[src/rtl/drive_pkg.sv]
// Shared encodings for the drive command arbiter: FSM states, one-hot drive
// commands, status codes and the IR / ASCII key tables.
package drive_pkg;

    typedef enum logic [1:0] {
        ST_IDLE,
        ST_DRIVE,
        ST_BRAKE,
        ST_BLOCKED
    } state_e;

    localparam logic [7:0] CMD_IDLE  = 8'h00;
    localparam logic [7:0] CMD_FWD   = 8'h02;
    localparam logic [7:0] CMD_LEFT  = 8'h08;
    localparam logic [7:0] CMD_BRAKE = 8'h10;
    localparam logic [7:0] CMD_RIGHT = 8'h20;
    localparam logic [7:0] CMD_BACK  = 8'h80;

    localparam logic [2:0] STAT_IDLE  = 3'b000;
    localparam logic [2:0] STAT_FWD   = 3'b001;
    localparam logic [2:0] STAT_LEFT  = 3'b010;
    localparam logic [2:0] STAT_BRAKE = 3'b011;
    localparam logic [2:0] STAT_RIGHT = 3'b100;
    localparam logic [2:0] STAT_BACK  = 3'b101;

    localparam logic [11:0] IR_FWD   = 12'hD02;
    localparam logic [11:0] IR_LEFT  = 12'hB04;
    localparam logic [11:0] IR_BRAKE = 12'hA05;
    localparam logic [11:0] IR_RIGHT = 12'h906;
    localparam logic [11:0] IR_BACK  = 12'h708;

    localparam logic [7:0] KEY_FWD   = 8'h77;
    localparam logic [7:0] KEY_LEFT  = 8'h61;
    localparam logic [7:0] KEY_BRAKE = 8'h20;
    localparam logic [7:0] KEY_RIGHT = 8'h64;
    localparam logic [7:0] KEY_BACK  = 8'h73;

    function automatic logic [2:0] cmd_to_stat(input logic [7:0] c);
        case (c)
            CMD_FWD:   return STAT_FWD;
            CMD_LEFT:  return STAT_LEFT;
            CMD_BRAKE: return STAT_BRAKE;
            CMD_RIGHT: return STAT_RIGHT;
            CMD_BACK:  return STAT_BACK;
            default:   return STAT_IDLE;
        endcase
    endfunction

endpackage

[src/rtl/telem_tx_sched.sv]
// Telemetry scheduler: fires on a status change or a periodic tick and hands a
// {prox, status, 1} byte to the UART transmitter over valid/ready.
module telem_tx_sched #(
    parameter int CLK_HZ          = 50_000_000,
    parameter int TELEM_PERIOD_MS = 100
) (
    input  logic       clk,
    input  logic       rst,
    input  logic [3:0] prox_i,
    input  logic [2:0] stat_i,
    input  logic       tx_ready_i,
    output logic       tx_valid_o,
    output logic [7:0] tx_byte_o
);

    localparam int PERIOD_CYC = (CLK_HZ / 1000) * TELEM_PERIOD_MS;
    localparam int PW = (PERIOD_CYC > 1) ? $clog2(PERIOD_CYC) : 1;
    localparam logic [PW-1:0] PER_LAST = PW'(PERIOD_CYC - 1);

    logic [PW-1:0] per_q, per_d;
    logic [2:0]    stat_prev_q;
    logic          pend_q, pend_d;
    logic          valid_q, valid_d;
    logic [7:0]    byte_q, byte_d;
    logic          tick, trig;

    always_comb begin
        tick    = (per_q == PER_LAST);
        per_d   = tick ? '0 : per_q + PW'(1);
        trig    = tick | (stat_i != stat_prev_q);
        valid_d = valid_q;
        byte_d  = byte_q;
        pend_d  = pend_q;
        if (!valid_q) begin
            if (trig | pend_q) begin
                valid_d = 1'b1;
                byte_d  = {prox_i, stat_i, 1'b1};
                pend_d  = 1'b0;
            end
        end else begin
            // Triggers while busy collapse into one follow-up transfer.
            if (tx_ready_i) valid_d = 1'b0;
            pend_d = pend_q | trig;
        end
    end

    always_ff @(posedge clk or posedge rst) begin
        if (rst) begin
            per_q       <= '0;
            stat_prev_q <= 3'b000;
            pend_q      <= 1'b0;
            valid_q     <= 1'b0;
            byte_q      <= 8'h00;
        end else begin
            per_q       <= per_d;
            stat_prev_q <= stat_i;
            pend_q      <= pend_d;
            valid_q     <= valid_d;
            byte_q      <= byte_d;
        end
    end

    assign tx_valid_o = valid_q;
    assign tx_byte_o  = byte_q;

endmodule

[src/rtl/drive_cmd_arbiter.sv]
// Arbitrates IR and UART drive commands into a one-hot motor command, with a
// deadman timeout, forward-obstacle inhibit and telemetry scheduling.
module drive_cmd_arbiter
    import drive_pkg::*;
#(
    parameter int         CLK_HZ          = 50_000_000,
    parameter int         TIMEOUT_MS      = 500,
    parameter int         TELEM_PERIOD_MS = 100,
    parameter logic [3:0] PROX_STOP       = 4'd12
) (
    input  logic        clk,
    input  logic        rst,
    input  logic        ir_valid,
    input  logic [31:0] ir_data,
    input  logic        rx_valid,
    output logic        rx_ready,
    input  logic [7:0]  rx_byte,
    input  logic [3:0]  prox_level,
    output logic [7:0]  cmd,
    output logic [2:0]  motor_stat,
    output logic        tx_valid,
    input  logic        tx_ready,
    output logic [7:0]  tx_byte
);

    localparam int TIMEOUT_CYC = (CLK_HZ / 1000) * TIMEOUT_MS;
    localparam int DM_W = (TIMEOUT_CYC > 1) ? $clog2(TIMEOUT_CYC) : 1;
    localparam logic [DM_W-1:0] DM_LOAD = DM_W'(TIMEOUT_CYC - 1);

    state_e          state_q;
    logic [7:0]      cmd_q;
    logic [2:0]      stat_q;
    logic [DM_W-1:0] dm_q;
    logic            ir_valid_q;
    logic            rx_ready_q;

    logic       ir_ev, rx_ev, acc_vld, fwd_blocked;
    logic [7:0] acc_cmd;
    logic       unused_ir;

    assign unused_ir = ^{ir_data[31:28], ir_data[15:0]};

    // IR takes priority; a coincident UART byte is still consumed but dropped.
    always_comb begin
        ir_ev       = ir_valid & ~ir_valid_q;
        rx_ev       = rx_valid & rx_ready_q;
        fwd_blocked = (prox_level >= PROX_STOP);
        acc_vld     = 1'b0;
        acc_cmd     = CMD_IDLE;
        if (ir_ev) begin
            acc_vld = 1'b1;
            case (ir_data[27:16])
                IR_FWD:   acc_cmd = CMD_FWD;
                IR_LEFT:  acc_cmd = CMD_LEFT;
                IR_BRAKE: acc_cmd = CMD_BRAKE;
                IR_RIGHT: acc_cmd = CMD_RIGHT;
                IR_BACK:  acc_cmd = CMD_BACK;
                default:  acc_vld = 1'b0;
            endcase
        end else if (rx_ev) begin
            acc_vld = 1'b1;
            case (rx_byte)
                KEY_FWD:   acc_cmd = CMD_FWD;
                KEY_LEFT:  acc_cmd = CMD_LEFT;
                KEY_BRAKE: acc_cmd = CMD_BRAKE;
                KEY_RIGHT: acc_cmd = CMD_RIGHT;
                KEY_BACK:  acc_cmd = CMD_BACK;
                default:   acc_vld = 1'b0;
            endcase
        end
    end

    always_ff @(posedge clk or posedge rst) begin
        if (rst) begin
            state_q    <= ST_IDLE;
            cmd_q      <= CMD_IDLE;
            stat_q     <= STAT_IDLE;
            dm_q       <= '0;
            ir_valid_q <= 1'b0;
            rx_ready_q <= 1'b0;
        end else begin
            ir_valid_q <= ir_valid;
            rx_ready_q <= 1'b1;
            if (acc_vld) begin
                dm_q <= DM_LOAD;
                if (acc_cmd == CMD_BRAKE) begin
                    state_q <= ST_BRAKE;
                    cmd_q   <= CMD_BRAKE;
                    stat_q  <= STAT_BRAKE;
                end else if (acc_cmd == CMD_FWD && fwd_blocked) begin
                    state_q <= ST_BLOCKED;
                    cmd_q   <= CMD_BRAKE;
                    stat_q  <= STAT_BRAKE;
                end else begin
                    state_q <= ST_DRIVE;
                    cmd_q   <= acc_cmd;
                    stat_q  <= cmd_to_stat(acc_cmd);
                end
            end else if (state_q == ST_DRIVE) begin
                // Counter sits at zero on the cycle the deadman fires.
                if (cmd_q == CMD_FWD && fwd_blocked) begin
                    state_q <= ST_BLOCKED;
                    cmd_q   <= CMD_BRAKE;
                    stat_q  <= STAT_BRAKE;
                end else if (dm_q == '0) begin
                    state_q <= ST_BRAKE;
                    cmd_q   <= CMD_BRAKE;
                    stat_q  <= STAT_BRAKE;
                end else begin
                    dm_q <= dm_q - DM_W'(1);
                end
            end
        end
    end

    telem_tx_sched #(
        .CLK_HZ         (CLK_HZ),
        .TELEM_PERIOD_MS(TELEM_PERIOD_MS)
    ) u_telem (
        .clk       (clk),
        .rst       (rst),
        .prox_i    (prox_level),
        .stat_i    (stat_q),
        .tx_ready_i(tx_ready),
        .tx_valid_o(tx_valid),
        .tx_byte_o (tx_byte)
    );

    assign cmd        = cmd_q;
    assign motor_stat = stat_q;
    assign rx_ready   = rx_ready_q;

endmodule

[config.mk]
export PLATFORM = sky130hd
export DESIGN_NAME = drive_cmd_arbiter
export DESIGN_NICKNAME = d
export VERILOG_FILES = /design/src/rtl/drive_pkg.sv /design/src/rtl/telem_tx_sched.sv /design/src/rtl/drive_cmd_arbiter.sv
export SDC_FILE = /design/constraint.sdc
export NUM_CORES = 1
export LEC_CHECK = 0
export BUFFER_PORTS_ARGS = -buffer_cell sky130_fd_sc_hd__buf_2
export CORE_ASPECT_RATIO = 0.75
export CORE_MARGIN = 4
export CORE_UTILIZATION = 45
export CTS_CLUSTER_DIAMETER = 100
export CTS_CLUSTER_SIZE = 30
export DETAILED_ROUTE_END_ITERATION = 16
export PLACE_DENSITY = 0.67
export SYNTH_ARGS = -nofsm -noshare
export SYNTH_HDL_FRONTEND = slang
export SYNTH_SLANG_ARGS = --single-unit
[constraint.sdc]
create_clock -name clk -period 2.8 [get_ports clk]
set_clock_uncertainty 0.1 [all_clocks]
set_input_delay 0.7 -clock clk [delete_from_list [all_inputs] [get_ports clk]]
set_output_delay 0.7 -clock clk [all_outputs]
set_load 0.05 [all_outputs]
==> metrics.md, run 1 <==
| Metric | Value |
|---|---|
| Worst slew margin | 0.495 |
| Initial DRC count | 114 |
| Clock Latency Late Sink | 0.35 ns |
| Vias in the first global route | 2,904 |
| Synth warn | 0 |
| Post-synth EDFFs | 0 |
| ANT cells | 0 |
| Worst path slowest cell | or4_1 |
| Number of max-cap violations | 0 |
| Crit-path max cell delay | 0.59 ns |
| Die width | 113 microns |
| Commonest non-fill, non-tap cells in the layout | dfrtp_1, buf_2, nor2_1 |
| Pin count of the biggest net entering global routing | 74 |
| Hold_buf cts | 0 |
| WP buf/inv | 0 |
| RSZ-0062 raised after global routing | false |
| CP most frequent cell | or4_1 |
| Core ar. | 7990 sq um |
| Startpoint Class | register |
| Cts repair resizes | 0 |
| Status | completed |
| Most common cell after layout, fill and taps aside | dfrtp_1 |
| CTS max path bufs | 2 |
| Synth Area per Inst | 10.2 sq um |
| Initial DRT Pass Iterations | 4 |
| First-pass GRT wire length | 13,600 microns |
| Peak VDD IR | 730 uV |
| Min Tclk post-route | 2.34 ns |
| Leakage | 1.87 nW |
| Postcts setup bufs | 0 |
| P_int | 2.19 mW |
| Vias/cell | 5.61 |
| Final period util | 0.836 |
| Met1 GRT Util | 0.252 |
| Worst slew pin tran | 0.750 ns |
| Clock Pin Slew Worst Setup and Hold Paths | 0.08 ns |
| Die area | 9880 sq um |
| Initial antenna violation count | 0 |
| Die Y-Extent | 87.1 microns |
| P per Cell Area | 830 nW/um^2 |
| Met2 Resource Use GR | 0.246 |
| FF+latch count, synth | 73 |
| Site row count | 28 |
| Nature of the critical path endpoint | register |
| Post-synthesis sequential area ratio | 0.487 |
| Final setup violating endpoints | 0 |
| Fmax | 0.427 GHz |
| CTS sink count | 73 |
| Post-synth cell types | 59 |
| Worst min path class | in -> async |
| Top_reg_cell synth | dfrtp_1 |
| Sw Ratio | 0.395 |
| Top cells by area, synth | dfrtp_1, xnor2_1, xor2_1, nand3_1, nor2_1 |
| Grt ovf | 0 |
| Worst Path Max Fanout | 10 |
| Synth top area share | 0.487 |
| Layout cell share with drive strength beyond 1 | 0.209 |
| Critical path arrival | 2.53 ns |
| Final Wtd Congestion | 0.854 |
| Area leader, netlist | dfrtp_1 |
| Crit path cell chain | nor3_1 -> nand2_1 -> or4_1 -> or4_1 -> nand3_1 |
| Clock root buffer | clkbuf_8 |
| Dpl hpwl | 5620 microns |
| Max-slew violations | 0 |
| Final design utilization | 0.546 |
| Area growth from synthesis to layout | 16.3% |
| Drt total wl | 7870 microns |
| Antenna Nets Post-Route | 0 |
| # nets final | 476 |
| Residual DRC count | 0 |
| Req. time, crit path | 2.99 ns |
| Setup TNS | 0 ns |
| Met3 track demand over resource | 0.0431 |
| Psw | 1.43 mW |
| Ys async rst share | 1.00 |
| Busiest grt layer | met1 |
| Syn Inst Count | 367 |
| Area of the mapped netlist | 3750 sq um |
| Critical path class | reg -> reg |
| Port Buf Inserts | 46 |
| Num CTS Buffers | 9 |
| Flop pwr share | 0.419 |
| GRT Total Usage | 0.171 |
| CTS tree | done |
| Routed len/inst | 14.7 microns |
| I/O pin cnt | 70 |
| Initial Util | 0.470 |
| Crit-path leading delay family | simple AND/OR/NAND/NOR gates |
| H-tree level count | 3 |
| Final hold vios | 0 |
| Comb power frac | 0.349 |
| Vias | 3,003 |
| Clock power share | 0.232 |
==> layout make-up <==
type                       count  area [sq um]
sequential                    73          1830
multi-input combinational    275          1850
inverter                      10          37.5
clock inverter                 6          67.6
timing repair buffer          56           318
fill                         722          3620
clock buffer                  10           138
tap                          105           131
==> worst paths after layout <==
check | from | endpoint | slack, ns | depth (start not counted)
max | dm_q[9]$_DFFE_PP0P_ | dm_q[21]$_DFFE_PP0P_ | 0.46 | 5
min | rst | u_telem.tx_valid_o$_DFF_PP0_ | 0.32 | 3
max reg2reg | dm_q[9]$_DFFE_PP0P_ | dm_q[21]$_DFFE_PP0P_ | 0.46 | 5
min reg2reg | u_telem.tx_byte_o[0]$_DFFE_PP0P_ | u_telem.tx_byte_o[0]$_DFFE_PP0P_ | 0.38 | 1
max in group asynchronous | rst | motor_stat[1]$_DFFE_PP0P_ | 1.97 | 3
min in group clk | ir_valid | ir_valid_q$_DFF_PP0_ | 0.37 | 1
==> registers in the layout, indices dropped and copies added, names as in the netlist, 2 cells and up <==
signal,flops
dm_q,25
motor_stat,3
state_q,2
u_telem.per_q,23
u_telem.stat_prev_q,3
u_telem.tx_byte_o,8
cmd,5
==> cells by family after synthesis <==
family,count (synthesis),share of synthesized area
muxes,12,0.0343
AOI/OAI and AO/OA,57,0.106
and+or+nand+nor,167,0.262
adders and majority gates,2,0.00667
xor gates and xnor gates,33,0.0770
buffers and inverters,21,0.0250
DFF,73,0.487
other,2,0.00200
==> metrics by stage <==
step | std cells | power [mW] | area (sq um) | setup WS (ns) | hold slack, ns
after detailed placement | 519 | 2.79 | 4160 | 0.215 | 0.348
final | 535 | 3.62 | 4360 | 0.459 | 0.319
after floorplan | 369 | 2.46 | 3760 | 0.147 | 0.353
after global routing | 535 | 3.87 | 4360 | 0.201 | 0.360
after global placement | 519 | 2.76 | 4160 | 0.244 | 0.352
after CTS | 535 | 3.65 | 4360 | 0.476 | 0.339
==> synthesized netlist by cell type (6+ instances only) <==
library cell,n
nor3_1,13
nand3_1,21
nand4_1,13
nor2_1,28
nor4_1,6
dfrtp_1,73
xnor2_1,17
nand2_1,25
nor2b_1,6
or4_1,13
xor2_1,16
o21ai_0,8
o31ai_1,11
a21oi_1,13
inv_1,9
or3_1,7
==> routing by layer <==
metal | routed length, microns | up-vias
met5 | 0 | -
met4 | 85 | 0
met3 | 439 | 7
met2 | 3340 | 76
met1 | 4000 | 1439
li1 | - | 1481
==> power by group through the flow <==
stage               clock [mW]  combinational, mW  sequential [mW]
global placement             0               1.24             1.52
finish                   0.839               1.26             1.52
detailed placement           0               1.26             1.53
CTS                      0.865               1.27             1.52
global route             0.911               1.40             1.56
floorplan                    0              0.745             1.71
==> worst min-delay path, delay by kind of cell <==
family,cells,cell delay (ns)
buffers and inverters,3,0.48
(Power assumes the default switching activity.)
==> inputs of run 2 (changes only) <==
Clock period 2.8 ns to 2.3 ns, I/O delays scaled along.
==> run 2 against run 1 <==
  * Combinational power rose by 59%
  * Sequential power rose by 20%
  * Largest cell class unchanged
  * Global-route usage rose by 0.96 points
  * Clock power rose by 17%
  * Register-to-register slack got worse by 0.37 ns
  * Count of clock-buffer cells in the layout fell by 1
  * Worst hold slack got worse by 0.21 ns
  * Via count rose by 5.4%
==> metrics.md, run 2 (synthesis results as in run 1) <==
| Metric | Value |
|---|---|
| Status | completed |
| Initial antenna violation count | 0 |
| CTS sink count | 73 |
| Die width | 113 microns |
| Grt ovf | 0 |
| Critical path arrival | 2.39 ns |
| Final period util | 0.962 |
| Vias in the first global route | 3,119 |
| Vias/cell | 5.52 |
| Final setup violating endpoints | 0 |
| Commonest non-fill, non-tap cells in the layout | dfrtp_1, buf_2, buf_4 |
| Antenna Nets Post-Route | 0 |
| Number of max-cap violations | 0 |
| Final hold vios | 0 |
| # nets final | 515 |
| Multi-input logic area | 1910 sq um |
| Layout cell share with drive strength beyond 1 | 0.307 |
| H-tree level count | 3 |
| Final Wtd Congestion | 0.823 |
| Core ar. | 7990 sq um |
| Nature of the critical path endpoint | register |
| Dpl ws | -0.0590 ns |
| Clock Latency Late Sink | 0.35 ns |
| Min Tclk post-route | 2.21 ns |
| Reg with most FFs | dm_q |
| I/O pin cnt | 70 |
| Initial Util | 0.470 |
| CTS tree | done |
| ANT cells | 0 |
| Die Y-Extent | 87.1 microns |
| GRT Total Usage | 0.181 |
| Leakage | 2.08 nW |
| Max reg flops | 25 |
| Initial DRT Pass Iterations | 5 |
| Port Buf Inserts | 46 |
| Dpl hpwl | 6220 microns |
| Worst Path Max Fanout | 5 |
| Final design utilization | 0.593 |
| Fmax | 0.452 GHz |
| Pin count of the biggest net entering global routing | 40 |
| Layout fillers | 690 |
| Initial DRC count | 137 |
| Req. time, crit path | 2.47 ns |
| Startpoint Class | register |
| Peak VDD IR | 648 uV |
| Die area | 9880 sq um |
| Clock Pin Slew Worst Setup and Hold Paths | 0.10 ns |
| Hold_buf cts | 0 |
| RSZ-0062 raised after global routing | false |
| Site row count | 28 |
| Max-slew violations | 0 |
| P per Cell Area | 1010 nW/um^2 |
| Area growth from synthesis to layout | 26.3% |
| Most common cell after layout, fill and taps aside | dfrtp_1 |
| Worst min path class | in -> async |
| Critical path class | reg -> reg |
| First-pass GRT wire length | 14,600 microns |
| Clock root buffer | clkbuf_8 |
| Num CTS Buffers | 9 |
| Residual DRC count | 0 |
| Register area | 1830 sq um |
| Vias | 3,166 |
| CTS max path bufs | 2 |
| Fin Hold WS | 0.113 ns |
| Routed len/inst | 14.7 microns |
| Drt total wl | 8430 microns |
| Final setup margin | 0.0863 ns |
-- run 2: where the power goes --
part	leakage [nW]	internal [mW]	switching, mW	total, mW
sequential	0.924	1.56	0.254	1.82
combinational	1.06	0.891	1.11	2.00
clock	0.100	0.426	0.559	0.985
total	2.08	2.88	1.92	4.80
-- run 2: worst paths after layout --
| check | start | endpoint | slack (ns) | cells past startpoint |
|---|---|---|---|---|
| worst max-delay path | dm_q[0]$_DFFE_PP0P_ | dm_q[9]$_DFFE_PP0P_ | 0.09 | 9 |
| worst min-delay path | rst | u_telem.per_q[2]$_DFF_PP0_ | 0.11 | 2 |
| worst max register to register | dm_q[0]$_DFFE_PP0P_ | dm_q[9]$_DFFE_PP0P_ | 0.09 | 9 |
| worst min register to register | u_telem.per_q[0]$_DFF_PP0_ | u_telem.per_q[0]$_DFF_PP0_ | 0.39 | 1 |
| max in group asynchronous | rst | u_telem.pend_q$_DFFE_PP0P_ | 1.43 | 3 |
| min in group clk | ir_valid | ir_valid_q$_DFF_PP0_ | 0.24 | 1 |
-- run 2: final cells by class --
type,instances,share of cell area
Multi-Input combinational cell,275,0.403
Sequential cell,73,0.386
Timing Repair Buffer,95,0.134
Tap cell,105,0.0277
Clock buffer,9,0.0261
Clock inverter,7,0.0145
Inverter,10,0.00871
-- run 2: worst max-delay path, cell delays in order, from the launching register on --
cell and delay, ns:
dfrtp_1 0.39, inv_2 0.06, ha_4 0.16, nor4b_2 0.15, buf_4 0.15, and3_4 0.18
a211o_4 0.36, buf_4 0.15, or3_1 0.31, a21oi_1 0.14
-- run 2: timing repair --
item | in CTS | in global routing
hold endpoints to repair | 0 | 0
gates resized for setup | 1 | 14
pin swaps | 1 | 2
setup buffers | 1 | 3
endpoints found under the setup margin | 1 | 16
-- run 2: through the flow --
stage | total power [mW] | instances | cell area, sq um | setup TNS, ns
2_1_floorplan | 3.00 | 369 | 3770 | 0
3_3_place_gp | 3.65 | 554 | 4450 | -0.0863
3_5_place_dp | 3.71 | 554 | 4450 | -0.299
4_1_cts | 4.72 | 571 | 4660 | 0
5_1_grt | 5.13 | 574 | 4740 | 0
6_report | 4.80 | 574 | 4740 | 0
-- run 2: routing by layer --
metal / part of all wire / vias up / GRT usage
met3: 0.054 / 9 / 0.0417
met1: 0.50 / 1510 / 0.257
li1: - / 1562 / -
met4: 0.0097 / 0 / 0.0437
met2: 0.44 / 85 / 0.282
met5: 0 / - / 0
